===== src/rtl/wb_pkg.sv =====
// Shared definitions for the register-file write-back path.
//   XLEN   : data width of a register
//   REG_AW : register address width
//   NREGS  : number of architectural registers
//   wb_entry_t : one pending write (destination + data)
package wb_pkg;

    localparam int unsigned XLEN   = 32;
    localparam int unsigned REG_AW = 5;
    localparam int unsigned NREGS  = 32;

    typedef struct packed {
        logic [REG_AW-1:0] wr;
        logic [XLEN-1:0]   din;
    } wb_entry_t;

endpackage


===== src/rtl/regfile_wb_writer_if.sv =====
// Bundle of the write-back driver's bus signals.
//   primary   : p_valid, p_wr, p_din               (pipeline -> writer, no backpressure)
//   secondary : s_valid, s_wr, s_din / s_ready     (long-latency units <-> writer)
//   regfile   : we, wr, din                        (writer -> register file)
//   hazard    : pend_mask, stall_req, fifo_count   (writer -> hazard unit)
// The slave modport is the writer itself; the master modport is its environment.
interface regfile_wb_writer_if
    import wb_pkg::*;
#(
    parameter int unsigned DEPTH = 4
);

    logic                    p_valid;
    logic [REG_AW-1:0]       p_wr;
    logic [XLEN-1:0]         p_din;

    logic                    s_valid;
    logic                    s_ready;
    logic [REG_AW-1:0]       s_wr;
    logic [XLEN-1:0]         s_din;

    logic                    we;
    logic [REG_AW-1:0]       wr;
    logic [XLEN-1:0]         din;

    logic [NREGS-1:0]        pend_mask;
    logic                    stall_req;
    logic [$clog2(DEPTH):0]  fifo_count;

    modport slave (
        input  p_valid, p_wr, p_din,
        input  s_valid, s_wr, s_din,
        output s_ready,
        output we, wr, din,
        output pend_mask, stall_req, fifo_count
    );

    modport master (
        output p_valid, p_wr, p_din,
        output s_valid, s_wr, s_din,
        input  s_ready,
        input  we, wr, din,
        input  pend_mask, stall_req, fifo_count
    );

endinterface


===== src/rtl/wb_fifo.sv =====
// Synchronous FIFO for secondary write-back results.
//   clk, rst_n      : clock, asynchronous active-low reset (contents discarded)
//   push_i, entry_i : enqueue request and data (ignored when full)
//   pop_i           : dequeue request (ignored when empty)
//   head_o          : entry at the read pointer
//   count_o         : occupied entries; full_o / empty_o derived from it
//   pend_mask_o     : one bit per register targeted by any valid entry
module wb_fifo
    import wb_pkg::*;
#(
    parameter int unsigned DEPTH = 4,
    localparam int unsigned PtrW = $clog2(DEPTH),
    localparam int unsigned CntW = PtrW + 1
) (
    input  logic             clk,
    input  logic             rst_n,
    input  logic             push_i,
    input  wb_entry_t        entry_i,
    input  logic             pop_i,
    output wb_entry_t        head_o,
    output logic [CntW-1:0]  count_o,
    output logic             full_o,
    output logic             empty_o,
    output logic [NREGS-1:0] pend_mask_o
);

    wb_entry_t          mem_q [DEPTH];
    logic [DEPTH-1:0]   valid_q;
    logic [PtrW-1:0]    wr_ptr_q, rd_ptr_q;
    logic [CntW-1:0]    count_q, count_d;
    logic               push_ok, pop_ok;

    assign full_o  = (count_q == CntW'(DEPTH));
    assign empty_o = (count_q == '0);
    assign push_ok = push_i & ~full_o;
    assign pop_ok  = pop_i & ~empty_o;
    assign head_o  = mem_q[rd_ptr_q];
    assign count_o = count_q;

    always_comb begin
        count_d = count_q;
        unique case ({push_ok, pop_ok})
            2'b10:   count_d = count_q + CntW'(1);
            2'b01:   count_d = count_q - CntW'(1);
            default: count_d = count_q;
        endcase
    end

    always_ff @(posedge clk or negedge rst_n) begin
        if (!rst_n) begin
            wr_ptr_q <= '0;
            rd_ptr_q <= '0;
            count_q  <= '0;
            valid_q  <= '0;
        end else begin
            count_q <= count_d;
            // Push and pop never touch the same slot: that needs full or empty,
            // and the matching side is blocked in both cases.
            if (push_ok) begin
                wr_ptr_q          <= wr_ptr_q + 1'b1;
                valid_q[wr_ptr_q] <= 1'b1;
            end
            if (pop_ok) begin
                rd_ptr_q          <= rd_ptr_q + 1'b1;
                valid_q[rd_ptr_q] <= 1'b0;
            end
        end
    end

    // Data storage needs no reset; the valid bits gate every use of it.
    always_ff @(posedge clk) begin
        if (push_ok) begin
            mem_q[wr_ptr_q] <= entry_i;
        end
    end

    always_comb begin
        pend_mask_o = '0;
        for (int i = 0; i < DEPTH; i++) begin
            if (valid_q[i]) begin
                pend_mask_o[mem_q[i].wr] = 1'b1;
            end
        end
        pend_mask_o[0] = 1'b0;
    end

endmodule


===== src/rtl/regfile_wb_writer.sv =====
// Write-back port driver for the 32x32 register file.
//   clk, rst_n : clock (rising edge), asynchronous active-low reset
//   bus        : slave side of regfile_wb_writer_if
//                primary result (wins arbitration), secondary result via FIFO,
//                registered we/wr/din to the register file, pend_mask /
//                stall_req / fifo_count to the hazard unit.
// Primary results with p_wr=0 and secondary results with s_wr=0 are dropped so
// register 0 is never written.
module regfile_wb_writer
    import wb_pkg::*;
#(
    parameter int unsigned DEPTH      = 4,
    parameter int unsigned STARVE_MAX = 3
) (
    input  logic                  clk,
    input  logic                  rst_n,
    regfile_wb_writer_if.slave    bus
);

    localparam int unsigned CntW = $clog2(DEPTH) + 1;
    localparam int unsigned StW  = $clog2(STARVE_MAX + 1);

    logic              p_live;
    logic              s_push;
    logic              pop;
    logic              fifo_full, fifo_empty;
    logic [CntW-1:0]   fifo_count;
    wb_entry_t         head;
    wb_entry_t         s_entry;

    logic              we_q, we_d;
    logic [REG_AW-1:0] wr_q, wr_d;
    logic [XLEN-1:0]   din_q, din_d;
    logic [StW-1:0]    starve_q, starve_d;
    logic              stall_q, stall_d;

    assign p_live  = bus.p_valid & (bus.p_wr != '0);
    // s_ready comes from the registered count only, so a same-edge pop at
    // full does not open a slot for that edge's push.
    assign s_push  = bus.s_valid & ~fifo_full & (bus.s_wr != '0);
    assign pop     = ~p_live & ~fifo_empty;
    assign s_entry = '{wr: bus.s_wr, din: bus.s_din};

    wb_fifo #(
        .DEPTH (DEPTH)
    ) u_fifo (
        .clk         (clk),
        .rst_n       (rst_n),
        .push_i      (s_push),
        .entry_i     (s_entry),
        .pop_i       (pop),
        .head_o      (head),
        .count_o     (fifo_count),
        .full_o      (fifo_full),
        .empty_o     (fifo_empty),
        .pend_mask_o (bus.pend_mask)
    );

    always_comb begin
        we_d  = 1'b0;
        wr_d  = wr_q;
        din_d = din_q;
        if (p_live) begin
            we_d  = 1'b1;
            wr_d  = bus.p_wr;
            din_d = bus.p_din;
        end else if (pop) begin
            we_d  = 1'b1;
            wr_d  = head.wr;
            din_d = head.din;
        end
    end

    // A non-empty FIFO that does not pop has necessarily lost to a live primary.
    always_comb begin
        starve_d = starve_q;
        if (fifo_empty || pop) begin
            starve_d = '0;
        end else if (starve_q != StW'(STARVE_MAX)) begin
            starve_d = starve_q + StW'(1);
        end
        stall_d = (starve_d == StW'(STARVE_MAX));
    end

    always_ff @(posedge clk or negedge rst_n) begin
        if (!rst_n) begin
            we_q     <= 1'b0;
            wr_q     <= '0;
            din_q    <= '0;
            starve_q <= '0;
            stall_q  <= 1'b0;
        end else begin
            we_q     <= we_d;
            wr_q     <= wr_d;
            din_q    <= din_d;
            starve_q <= starve_d;
            stall_q  <= stall_d;
        end
    end

    assign bus.we         = we_q;
    assign bus.wr         = wr_q;
    assign bus.din        = din_q;
    assign bus.stall_req  = stall_q;
    assign bus.s_ready    = ~fifo_full;
    assign bus.fifo_count = fifo_count;

endmodule


===== src/flat_wrapper.sv =====
// flat-port wrapper written by rule: the top's interface ports become plain ports
module regfile_wb_writer_flat import wb_pkg::*;
#(
    parameter int unsigned DEPTH      = 4,
    parameter int unsigned STARVE_MAX = 3
)
  (clk, rst_n, bus_p_valid, bus_p_wr, bus_p_din, bus_s_valid, bus_s_wr, bus_s_din, bus_s_ready, bus_we, bus_wr, bus_din, bus_pend_mask, bus_stall_req, bus_fifo_count);
  regfile_wb_writer_if #(.DEPTH(DEPTH)) bus_i ();
  input  logic clk;
  input  logic rst_n;
  input wire logic [$bits(bus_i.p_valid)-1:0] bus_p_valid;
  input wire logic [$bits(bus_i.p_wr)-1:0] bus_p_wr;
  input wire logic [$bits(bus_i.p_din)-1:0] bus_p_din;
  input wire logic [$bits(bus_i.s_valid)-1:0] bus_s_valid;
  input wire logic [$bits(bus_i.s_wr)-1:0] bus_s_wr;
  input wire logic [$bits(bus_i.s_din)-1:0] bus_s_din;
  output wire logic [$bits(bus_i.s_ready)-1:0] bus_s_ready;
  output wire logic [$bits(bus_i.we)-1:0] bus_we;
  output wire logic [$bits(bus_i.wr)-1:0] bus_wr;
  output wire logic [$bits(bus_i.din)-1:0] bus_din;
  output wire logic [$bits(bus_i.pend_mask)-1:0] bus_pend_mask;
  output wire logic [$bits(bus_i.stall_req)-1:0] bus_stall_req;
  output wire logic [$bits(bus_i.fifo_count)-1:0] bus_fifo_count;
  assign bus_i.p_valid = bus_p_valid;
  assign bus_i.p_wr = bus_p_wr;
  assign bus_i.p_din = bus_p_din;
  assign bus_i.s_valid = bus_s_valid;
  assign bus_i.s_wr = bus_s_wr;
  assign bus_i.s_din = bus_s_din;
  assign bus_s_ready = bus_i.s_ready;
  assign bus_we = bus_i.we;
  assign bus_wr = bus_i.wr;
  assign bus_din = bus_i.din;
  assign bus_pend_mask = bus_i.pend_mask;
  assign bus_stall_req = bus_i.stall_req;
  assign bus_fifo_count = bus_i.fifo_count;
  regfile_wb_writer #(.DEPTH(DEPTH), .STARVE_MAX(STARVE_MAX)) u_core (.clk(clk), .rst_n(rst_n), .bus(bus_i));
endmodule

===== config.mk =====
export PLATFORM = sky130hd
export DESIGN_NAME = regfile_wb_writer_flat
export DESIGN_NICKNAME = d
export VERILOG_FILES = /design/src/rtl/wb_pkg.sv /design/src/rtl/regfile_wb_writer_if.sv /design/src/rtl/wb_fifo.sv /design/src/rtl/regfile_wb_writer.sv /design/src/flat_wrapper.sv
export SDC_FILE = /design/constraint.sdc
export NUM_CORES = 1
export LEC_CHECK = 0
export ABC_AREA = 0
export BUFFER_PORTS_ARGS = -buffer_cell sky130_fd_sc_hd__buf_2
export CORE_ASPECT_RATIO = 2
export CORE_UTILIZATION = 56
export DETAILED_ROUTE_END_ITERATION = 12
export PLACE_DENSITY = 0.82
export SLEW_MARGIN = 20
export SYNTH_ARGS = -nofsm -noshare
export SYNTH_HDL_FRONTEND = slang
export SYNTH_SLANG_ARGS = --single-unit

===== constraint.sdc =====
create_clock -name clk -period 2.4 [get_ports clk]
set_input_delay 0.24 -clock clk [delete_from_list [all_inputs] [get_ports clk]]
set_output_delay 0.24 -clock clk [all_outputs]
set_load 0.005 [all_outputs]

# Word level (Yosys, flattened, before mapping)
# Memory sizes are Yosys's and may differ from the RTL's.
# Cells that the tools add are included.
# op_classes
eq_ne	5
muxes	29
n_addsub	5
n_reduce_logical	12
magnitude_cmp	12
n_bitwise	15
# ops
cell	n
$mux W32	6
$or A32 B32 Y32	3
$lt A5 B6 Y1 const B	4
$demux W1 S5	4
$ge A5 B1 Y1 const B	4
$mux W1	10
$mux W5	2
$reduce_bool A5 Y1	2
$mux W4	2
$add A2 B1 Y2 const B	3
$and A1 B1 Y1	6
$logic_and A1 B1 Y1	6
$lt A2 B3 Y1 const B	2
$pmux W3 S2	1
$and A4 B4 Y4	1
$demux W1 S2	2
$eq A2 B2 Y1 const B	2
$ge A2 B1 Y1 const B	2
$mux W2	2
$not A4 Y4	1
$or A4 B4 Y4	1
$reduce_bool A2 Y1	2
$add A3 B1 Y3 const B	1
$eq A3 B3 Y1 const B	1
other kinds (6)	8
# word_totals
ram_bits	148
register_bits	52
out_inout_bits	75
wordCells	88
mem_count	1
# mem_list
memory	depth	word_bits	rd	rd_clocked_by_memory_dff	wr	line_no	text
u_core.u_fifo.mem_q	4	37	5	0	1	wb_fifo.sv:27	wb_entry_t mem_q [DEPTH];

# Longest topological paths before layout
# Gate-level depths: netlist of the first run.
# An unclocked memory read counts as a cell.
# depth
depth_word	12
ltp_mapped	10
mapped_depth_nobuf	9

# Modules after synthesis
# From an unflattened synthesis of the first run, not the netlist that was laid out.
# unflattened
hier_cells	523
area_unflattened_um2	8932.3
# modules_own_cells
module	n_inst	area_each_um2	cells_per_inst
wb_fifo	1	6942.9	381
regfile_wb_writer	1	1989.4	142

# Worst setup path before layout of the first run
# OpenSTA, ideal clock, no wires.
# synth_timing
kind	in2reg
startpoint	in bus_p_wr[0]
endpoint	reg u_core.u_fifo.count_q[2] (netlist: u_core.u_fifo.count_o[2])
stages	10
path_slack_ns	0.101
arrival_time_ns	2.220
cell_sequence	or4_1 -> o21ai_2 -> nor2b_1 -> buf_4 -> ha_1 -> inv_1 -> fa_1 -> xor2_1 -> nor2_1 -> xor2_1
# synth_between
elab_chain_len	7
elab_cells_between_ends	9
classes_between	eq/ne: 2; mux: 1; bitwise: 4; reduce/logical: 2
# synth_lines
element	line_no	text
start, declared	flat_wrapper.sv:12	input wire logic [$bits(bus_i.p_wr)-1:0] bus_p_wr;
$reduce_bool A5 Y1 (*)	regfile_wb_writer.sv:37	assign p_live = bus.p_valid & (bus.p_wr != '0);
$and A1 B1 Y1 (*)	regfile_wb_writer.sv:37	
$not A1 Y1 (*)	regfile_wb_writer.sv:41	assign pop = ~p_live & ~fifo_empty;
$and A1 B1 Y1 (*)	regfile_wb_writer.sv:41	
$and A1 B1 Y1 (*)	wb_fifo.sv:36	assign pop_ok = pop_i & ~empty_o;
$eq A2 B1 Y1 or $eq A2 B2 Y1 (tied branches)	wb_fifo.sv:42	unique case ({push_ok, pop_ok})
$pmux W3 S2 or $reduce_bool A2 Y1 (tied branches)	n/a	
end signal, assigned	wb_fifo.sv:56	count_q <= count_d;
end, declared	wb_fifo.sv:30	logic [CntW-1:0] count_q, count_d;
# Every way passes the cells marked *; elsewhere a longest branch is shown, timed or not.
# A chain may end at the register's enable or synchronous reset.

==> key figures, run 1 <==
Layout
  – Final cell count without fillers: 962
  – Fill cells: 1026
  – Post-route cell area: 0.01056 sq mm
  – Layout net count: 838
  – Share of cells above drive strength 1: 0.3486
  – Layout Area Growth over Synthesis: 19.90%

Routing
  – Via count: 6038
  – 1st-iter DRT viols: 492
  – Via density: between 6 and 7
  – Metal-1 WL: 7880 um
  – Final WL: 24630 um
  – Routed wl met3: about 1200 um
  – Post-route DRC: 0
  – Wirelength per Cell: approximately 26 um
  – Number of iterations in the first detailed-routing pass: 5
  – Antenna-violating nets left: 0
  – Top sig layer: met4
  – DR WL met2: 14000 um

Timing
  – Pins Over Slew Limit: 0
  – Min cycle time layout: between 2000 and 2500 ps
  – Final worst clock skew: 12.87 ps
  – Fmax: 0.4235 GHz
  – Final setup fails: 0
  – Worst setup margin: 38.45 ps
  – RSZ-0062 raised after global routing: no
  – Fin Hold WS: 19.99 ps
  – Least-Margin Pin Slew: ~830 ps
  – Slew headroom: 0.4437
  – Final hold vios: 0
  – Final worst path period share: 0.9840

Yosys
  – Mux contribution to synthesized area: 0.1368
  – Synth Area in Adders: 0.01505
  – Synth Instances: 589
  – Ys Warns: 0
  – Synth area leader: edfxtp_1
  – Xor/xnor share of the synthesized area: 0.004970
  – Number of distinct library cells after synthesis: 45
  – Main synth FF type: edfxtp_1
  – Syn nets: 677
  – Async SR Flop Fraction: 0.2600
  – Synth Area in Simple Gates: 0.08293
  – Sequential area share after synthesis: 0.6521
  – Post-synth top area share: 0.5044
  – Netlist Area Pre-Place: between 0.008 and 0.009 sq mm
  – Post-synth EDFFs: 148
  – Syn_area_per_cell: 14.96 sq um
  – Synth cell count leaders: 148 x edfxtp_1, 60 x nor2_1, 52 x dfrtp_1
  – Top-count cell post-synth: edfxtp_1
  – Area contributors post-synth: edfxtp_1 50%, dfrtp_1 15%, mux4_2 9.5%
  – Seq cells post-synth: 200
  – Compound-cell area share of the yosys netlist: 0.08293
  – Largest family of logic cells by synthesized area: multiplexers

CTS
  – Cts bufs inserted: 17
  – Longest Clk Path Bufs: 2
  – Worst-path clk slew: 80 ps
  – CTS HTree Levels: 4
  – Clk_lat worst skew: 440 ps
  – Root buffer cell: clkbuf_16
  – Number of clock sinks: 200
  – CTS tree: done

Pwr
  – PwrDens: 1123 mW/mm^2
  – Peak VDD IR: 0.8532 mV
  – Lkg Pwr: 3.979 nW
  – Total design power: between 10 and 15 mW

Setup path
  – Max FO, Critical Path: 10
  – WP data required: 2160 ps
  – Setup Crit Path Kind: reg2out
  – Startpoint types: register
  – Critical Path AT: around 2100 ps
  – Setup crit end kind: primary output

Place
  – Placed Instances: 920
  – IO Port Bufs: 151
  – Cell Area, Placed: 0.009882 sq mm
  – GPL Wtd Cong: 1.054
  – Hpwl dp: 17310 um
  – DP Worst Slack: -34.32 ps

Floorplanning
  – Row cnt: 64
  – Full die area: 0.01627 sq mm
  – IO Pins: roughly 150
  – Starting Density: 0.5761
  – Core area: 0.01529 sq mm
  – Horiz. Die Dim: 90.70 um
  – Die height: around 180 um

Hold path
  – Worst hold path class: in2reg

GRT
  – Vias in the first global route: 6150
  – First-pass GRT wire length: 35780 um
  – Largest net degree at the start of global routing: 79
  – Tot GR Track Use: 0.3101
  – Initial antenna violation count: 1
  – Remaining global-route overflow: 0

Status
  – Status: finished clean

Job
  – Max_cap viols: 0
worst paths after layout:
| path | from | to | slack (ps) | cells past startpoint |
|---|---|---|---|---|
| max in group asynchronous | rst_n | u_core.bus.din[23] | 1320 | 3 |
| min in group asynchronous | rst_n | u_core.bus.we | 360 | 2 |
| worst max-delay path | u_core.u_fifo.mem_q[3][35] | bus_pend_mask[5] | 40 | 4 |
| worst max register to register | u_core.u_fifo.count_o[2] | u_core.u_fifo.count_o[2] | 190 | 9 |
| worst min-delay path | bus_s_din[13] | u_core.u_fifo.mem_q[1][13] | 20 | 1 |
| worst min register to register | u_core.bus.wr[2] | u_core.bus.wr[2] | 530 | 2 |
layout by cell type (no fill, tap or decap), drive strengths merged, types with 6 or more instances in the layout:
master	instances
a21oi	47
a22oi	10
and2	6
buf	179
clkbuf	17
dfrtp	52
edfxtp	148
ha	9
inv	22
mux2i	36
mux4	37
nand2	19
nand3	7
nand3b	12
nor2	60
nor3b	6
o211ai	6
o221ai	20
or3b	7
critical path, stage by stage, from the launching register on:
cell	delay, ps
edfxtp_1	580
or3b_2	600
o22a_1	230
o211ai_1	100
buf_2	170
metal layers:
metal  global-route usage  vias up
li1                     -     2621
met4               0.2211        0
met2               0.5884      304
met3              0.05063       77
met5                    0        -
met1               0.3002     3036
logic make-up (layout without fill, tap and decap cells):
group	count (synthesis)	after routing
XOR/XNOR	5	5
AO/OA/AOI/OAI	108	108
AND/OR/NAND/NOR	142	142
multiplexers	74	74
other	1	2
adder cells (fa/ha/maj)	10	10
buffers and inverters	49	223
flip-flops	200	200
state kept, by name, indices dropped and copies added, names as in the netlist:
register	flops
u_core.u_fifo.mem_q	148
u_core.bus.din	32
u_core.bus.wr	5
u_core.u_fifo.valid_q	4
u_core.u_fifo.count_o	3
u_core.starve_q	2
u_core.u_fifo.rd_ptr_q	2
u_core.u_fifo.wr_ptr_q	2
u_core.bus.stall_req	1
u_core.bus.we	1
metrics by stage:
stage | TNS [ps] | utilization
finish | 0 | 0.6907
CTS | 0 | 0.6862
detailed placement | -34.32 | 0.6461
global placement | -8.425 | 0.6461
floorplan | 0 | -
global route | 0 | 0.6907
cell type report:
type,instances,area (sq um),share of cell area
inverter,11,41.29,0.003909
multi-input combinational,340,2869,0.2716
antenna,1,2.502,0.0002369
sequential,200,5749,0.5442
clock inverter,15,177.7,0.01682
timing repair buffer,180,1051,0.09949
tap,198,247.7,0.02345
clock buffer,17,425.4,0.04027
timing repair:
action,in CTS,in global routing
hold endpoints to repair,22,0
endpoints found under the setup margin,0,5
hold buffers,1,0
buffers inserted,0,8
gates resized for setup,0,2
power by group:
part           internal [mW]  switching (mW)
registers               4.61           0.598
logic                   1.79            1.96
clock network           1.58            1.32
total                   7.99            3.88
Power figures use the tool's default switching activity.
==> run 2: changes to the inputs <==
--- a/config.mk
+++ b/config.mk
@@ -5,13 +5,14 @@
 export SDC_FILE = /design/constraint.sdc
 export NUM_CORES = 1
 export LEC_CHECK = 0
-export ABC_AREA = 0
+export ABC_AREA = 1
 export BUFFER_PORTS_ARGS = -buffer_cell sky130_fd_sc_hd__buf_2
 export CORE_ASPECT_RATIO = 2
-export CORE_UTILIZATION = 56
+export CORE_UTILIZATION = 57
 export DETAILED_ROUTE_END_ITERATION = 12
 export PLACE_DENSITY = 0.82
 export SLEW_MARGIN = 20
 export SYNTH_ARGS = -nofsm -noshare
 export SYNTH_HDL_FRONTEND = slang
+export SYNTH_HIERARCHICAL = 1
 export SYNTH_SLANG_ARGS = --single-unit
==> key figures, run 2 <==
Setup path
  – Setup crit end kind: primary output
  – Startpoint types: register
  – Max FO, Critical Path: 7
  – R2R Path End: u_core/u_fifo/count_o[2]
  – WP data required: 2160 ps
  – Critical Path AT: between 1500 and 2000 ps
  – RR Startpoint: u_core/u_fifo/count_o[0]
  – Setup Crit Path Kind: reg2out
  – Slack of the worst reg-to-reg path: 220 ps
  – R2R depth: 12

Status
  – Status: finished clean

Hold path
  – WHS Endpoint: u_core/u_fifo/mem_q[0][16]
  – Hold depth: 1
  – HP Start: bus_s_din[16]
  – Worst hold path class: in2reg

CTS
  – Root buffer cell: clkbuf_16
  – Number of clock sinks: 200
  – Worst-path clk slew: 70 ps
  – Longest Clk Path Bufs: 2
  – CTS HTree Levels: 4
  – Cts bufs inserted: 17
  – Clk_lat worst skew: 440 ps
  – CTS tree: done

GRT
  – Met2 Resource Use GR: 0.5904
  – Largest net degree at the start of global routing: a little under 80
  – Met3 usage: 0.08497
  – Remaining global-route overflow: 0
  – Most Used Layer, Global Route: met2
  – Met1 Use GR: 0.3487
  – Tot GR Track Use: 0.3387
  – Initial antenna violation count: 2
  – Vias in the first global route: 7754
  – First-pass GRT wire length: approximately 43000 um

Floorplanning
  – Row cnt: 67
  – Starting Density: 0.5782
  – Core area: ~0.017 sq mm
  – Die height: 186.0 um
  – Horiz. Die Dim: 93.99 um
  – IO Pins: around 150
  – Full die area: 0.01748 sq mm

Layout
  – Post-route cell area: 0.01118 sq mm
  – Number of flip-flops in the largest register: 148
  – Layout Area Growth over Synthesis: 15.90%
  – FF/Latch Area: 0.005747 sq mm
  – Final cell count without fillers: ~1.4k
  – Most frequent cells in the layout: 270 x nor2_1, 156 x nand3_1, 151 x buf_2
  – Largest Register: u_core/u_fifo/mem_q
  – Layout net count: 1225
  – Commonest non-fill, non-tap cell in the layout: nor2_1
  – Share of cells above drive strength 1: 0.2200
  – Fill cells: 1270
  – Post-layout util: 0.6701
  – Multi-input logic area: 0.003362 sq mm

Routing
  – 1st-iter DRT viols: 580
  – Wirelength per Cell: between 20 and 25 um
  – Via density: between 5 and 6
  – Final WL: 27650 um
  – Number of iterations in the first detailed-routing pass: 5
  – Post-route DRC: 0
  – Via count: 7974
  – Antenna-violating nets left: 0

Yosys
  – Syn nets: 1083
  – Ys Warns: 6
  – Number of distinct library cells after synthesis: 29
  – Syn_area_per_cell: roughly 9.7 sq um
  – Synth area leader: edfxtp_1
  – Main synth FF type: edfxtp_1
  – Synth Instances: 995
  – Post-synth EDFFs: 148
  – Seq cells post-synth: 200
  – Area contributors post-synth: edfxtp_1 46%, dfrtp_1 13%, nor2_1 11%
  – Synth cell count leaders: 272 x nor2_1, 156 x nand3_1, 148 x edfxtp_1
  – Sequential area share after synthesis: 0.5957
  – Async SR Flop Fraction: 0.2600
  – Post-synth top area share: 0.4608
  – Netlist Area Pre-Place: approximately 0.0096 sq mm
  – Top-count cell post-synth: nor2_1

Place
  – GPL Wtd Cong: 0.9992
  – Placed Instances: 1324
  – IO Port Bufs: 151
  – Hpwl dp: 18890 um
  – DP Worst Slack: 230.7 ps
  – Cell Area, Placed: 0.01054 sq mm

Timing
  – Least-Margin Pin Slew: 970.2 ps
  – Min cycle time layout: 2188 ps
  – Fmax: 0.4571 GHz
  – Final TNS setup: 0 ps
  – Final worst path period share: 0.9115
  – Worst setup margin: 212.4 ps
  – Fin Hold WS: 16.79 ps
  – Final hold vios: 0
  – Pins Over Slew Limit: 0
  – RSZ-0062 raised after global routing: no
  – Final setup fails: 0
  – Slew headroom: 0.3532
  – Final worst clock skew: about 9.2 ps

Pwr
  – Peak VDD IR: ~0.96 mV
  – Total design power: 12.74 mW
  – PwrDens: around 1100 mW/mm^2
  – Lkg Pwr: approximately 4.7 nW

Job
  – Max_cap viols: 0
run 2: cell types whose count changed after synthesis, sizes merged, moves of 11 or more:
cell / change
nor2: +213
nand3: +187
o21ai: +72
nand2: +66
inv: +45
a21oi: -37
mux4: -37
mux2i: -36
o22ai: +27
o221ai: -20
buf: +14
nand3b: -11
run 2: how the worst max path moves through the flow:
stage,startpoint,to,slack [ps],cells after the start
after global routing,u_core/u_fifo/count_o[0],u_core/u_fifo/count_o[2],20,13
after global placement,bus_p_wr[0],u_core/u_fifo/count_o[2],250,14
after CTS,u_core/u_fifo/count_o[0],u_core/u_fifo/count_o[2],200,12
after floorplan,u_core/u_fifo/count_o[0],u_core/u_fifo/mem_q[1][0],-70,8
after detailed placement,bus_p_wr[0],u_core/u_fifo/count_o[2],230,14
final,u_core/u_fifo/mem_q[0][32],bus_pend_mask[6],210,6
run 2: layer usage:
metal / up-vias / wire, um
li1: 3696 / -
met1: 3764 / 9080
met2: 401 / 14620
met3: 113 / 1990
met4: 0 / 1959
met5: - / 0
run 2: logic make-up after synthesis:
logic type,count (synthesis),synth area share
other,1,0.0003888
buffers and inverters,106,0.05811
AO/OA/AOI/OAI,118,0.06538
adder cells (fa/ha/maj),10,0.01375
flip-flops,200,0.5957
XOR/XNOR,4,0.003633
AND/OR/NAND/NOR,556,0.2631
run 2: final cells by class:
cell class              count  area share
repair buffers            173     0.08707
clock inverters            12     0.01466
well taps                 207     0.02317
multi-input cells         689      0.3007
inverters                  56     0.01903
clock buffers              20     0.04085
diodes                      2   0.0004477
flip-flops and latches    200      0.5140
run 2: timing repair:
action	CTS	global route
gates resized for setup	0	1
setup buffers	0	0
hold buffers	1	0
hold endpoints to repair	19	0
setup endpoints to repair	0	1
run 2: critical path, cell delays in order, from the launching register on:
cell and delay [ps]:
edfxtp_1 460, inv_1 120, nand3_1 450, nor2_1 250, nor2_1 80, nand2_1 60, buf_2 100
run 2: report_power, final:
part / internal [mW] / switching, mW / leakage, nW
Combinational: 1.51 / 3.13 / 2.39
Sequential: 4.66 / 0.483 / 1.97
Clock: 1.71 / 1.24 / 0.304
==> run 3: changes to the inputs <==
--- a/config.mk
+++ b/config.mk
@@ -6,11 +6,11 @@
 export NUM_CORES = 1
 export LEC_CHECK = 0
 export ABC_AREA = 1
-export BUFFER_PORTS_ARGS = -buffer_cell sky130_fd_sc_hd__buf_2
+export BUFFER_PORTS_ARGS = -buffer_cell sky130_fd_sc_hd__clkbuf_2
 export CORE_ASPECT_RATIO = 2
-export CORE_UTILIZATION = 57
+export CORE_UTILIZATION = 50
 export DETAILED_ROUTE_END_ITERATION = 12
-export PLACE_DENSITY = 0.82
+export PLACE_DENSITY = 0.74
 export SLEW_MARGIN = 20
 export SYNTH_ARGS = -nofsm -noshare
 export SYNTH_HDL_FRONTEND = slang
==> key figures, run 3 (same netlist as run 2, synthesis figures left out) <==
Status
  – Status: finished clean

Layout
  – Multi-input logic area: 0.003359 sq mm
  – Post-route cell area: 0.01125 sq mm
  – Commonest non-fill, non-tap cell in the layout: nor2_1
  – FF/Latch Area: 0.005747 sq mm
  – Share of cells above drive strength 1: 0.2215
  – Largest Register: u_core/u_fifo/mem_q
  – Fill cells: 1679
  – Layout Area Growth over Synthesis: 16.62%
  – Number of flip-flops in the largest register: 148
  – Layout net count: 1226
  – Most frequent cells in the layout: 270 x nor2_1, 156 x nand3_1, 151 x clkbuf_2

Floorplanning
  – Full die area: ~0.020 sq mm
  – Die height: 198.4 um
  – Horiz. Die Dim: approximately 100 um
  – Starting Density: 0.5122
  – Row cnt: 71
  – Core area: 0.01883 sq mm
  – IO Pins: 153

Timing
  – RSZ-0062 raised after global routing: no
  – Final worst path period share: 0.9177
  – Final hold vios: 0
  – Final worst clock skew: between 9 and 10 ps
  – Fmax: between 0.4 and 0.5 GHz
  – Least-Margin Pin Slew: just over 1000 ps
  – Worst setup margin: around 200 ps
  – Slew headroom: 0.3297
  – Min cycle time layout: 2202 ps
  – Final setup fails: 0
  – Pins Over Slew Limit: 0

Pwr
  – Lkg Pwr: ~4.7 nW
  – Total design power: 12.74 mW
  – Peak VDD IR: a little over 0.8 mV
  – PwrDens: 1133 mW/mm^2

Setup path
  – Setup Crit Path Kind: reg2reg
  – R2R depth: 12
  – Critical Path AT: about 2500 ps
  – WP data required: between 2000 and 3000 ps
  – RR Startpoint: u_core/u_fifo/count_o[0]
  – R2R Path End: u_core/u_fifo/count_o[2]
  – Slack of the worst reg-to-reg path: approximately 200 ps
  – Max FO, Critical Path: 4
  – Startpoint types: register
  – Setup crit end kind: register

Routing
  – Number of iterations in the first detailed-routing pass: 5
  – Via density: 5.595
  – Via count: 7878
  – Wirelength per Cell: slightly above 20 um
  – Post-route DRC: 0
  – 1st-iter DRT viols: 533
  – Final WL: 28460 um
  – Antenna-violating nets left: 0

Job
  – Max_cap viols: 0

CTS
  – Longest Clk Path Bufs: 2
  – Worst-path clk slew: 70 ps
  – CTS HTree Levels: 4
  – CTS tree: done
  – Root buffer cell: clkbuf_16
  – Setup bufs post-CTS: 0
  – Number of clock sinks: 200
  – Post-CTS sizing: 0
  – Cts bufs inserted: 17
  – Clk_lat worst skew: 430 ps

GRT
  – Tot GR Track Use: 0.2995
  – Vias in the first global route: 7802
  – Initial antenna violation count: 2
  – Largest net degree at the start of global routing: 77
  – Remaining global-route overflow: 0
  – First-pass GRT wire length: 43370 um

Hold path
  – Worst hold path class: in2reg
  – Hold depth: 1
  – WHS Endpoint: u_core/u_fifo/mem_q[3][29]
  – HP Start: bus_s_din[29]

Place
  – Hpwl dp: a little under 20000 um
  – Cell Area, Placed: around 0.011 sq mm
  – GPL Wtd Cong: 0.9712
  – DP Worst Slack: 184.9 ps
  – IO Port Bufs: 151
run 3: routing by layer:
layer,global-route usage,vias to the layer above,share of wire
li1,-,3698,-
met1,0.3166,3736,0.34
met2,0.5241,340,0.53
met3,0.06149,104,0.063
met4,0.2099,0,0.068
met5,0,-,0
run 3: report_power, final:
group	switching [mW]	total, mW	internal, mW
logic	3.24	4.82	1.58
registers	0.478	5.14	4.66
clock network	1.28	2.79	1.50
total	5.00	12.7	7.74
run 3: layout make-up:
type / instances / area share
multi-input combinational: 689 / 0.2987
sequential: 200 / 0.5109
clock inverter: 12 / 0.008676
antenna: 2 / 0.0004449
tap: 255 / 0.02836
inverter: 56 / 0.01891
clock buffer: 20 / 0.04349
timing repair buffer: 174 / 0.09055
run 3: how the worst max path moves through the flow:
| stage | cells after the start | slack (ps) | start | endpoint |
|---|---|---|---|---|
| final | 12 | 200 | u_core/u_fifo/count_o[0] | u_core/u_fifo/count_o[2] |
| after floorplan | 8 | -70 | u_core/u_fifo/count_o[0] | u_core/u_fifo/mem_q[1][0] |
| after detailed placement | 14 | 180 | bus_p_wr[0] | u_core/u_fifo/count_o[2] |
| after global placement | 14 | 270 | bus_p_wr[0] | u_core/u_fifo/count_o[2] |
| after CTS | 12 | 210 | u_core/u_fifo/count_o[0] | u_core/u_fifo/count_o[2] |
| after global routing | 12 | 30 | u_core/u_fifo/count_o[0] | u_core/u_fifo/count_o[2] |
run 3: timing repair:
action                                  in CTS  in global routing
hold buffers                                 1                  0
endpoints found under the setup margin       0                  0
endpoints found under the hold margin       18                  0
run 3: worst max-delay path: stages, from the launching register on:
cell and delay [ps]:
dfrtp_1 400, nor2_1 90, nand2_1 130, inv_2 60, nor2_1 170, nand2_1 140, inv_1 120, ha_1 180
inv_1 80, fa_1 400, nand2_1 90, nand3b_1 90, xor2_1 150
run 3: per-stage QoR:
step	hold WS [ps]	TNS (ps)	std cells	util
floorplan	-55.59	-5180	995	-
global placement	247.1	0	1373	0.5653
detailed placement	259.8	0	1373	0.5653
CTS	13.84	0	1406	0.5970
global route	8.640	0	1408	0.5973
finish	21.51	0	1408	0.5973
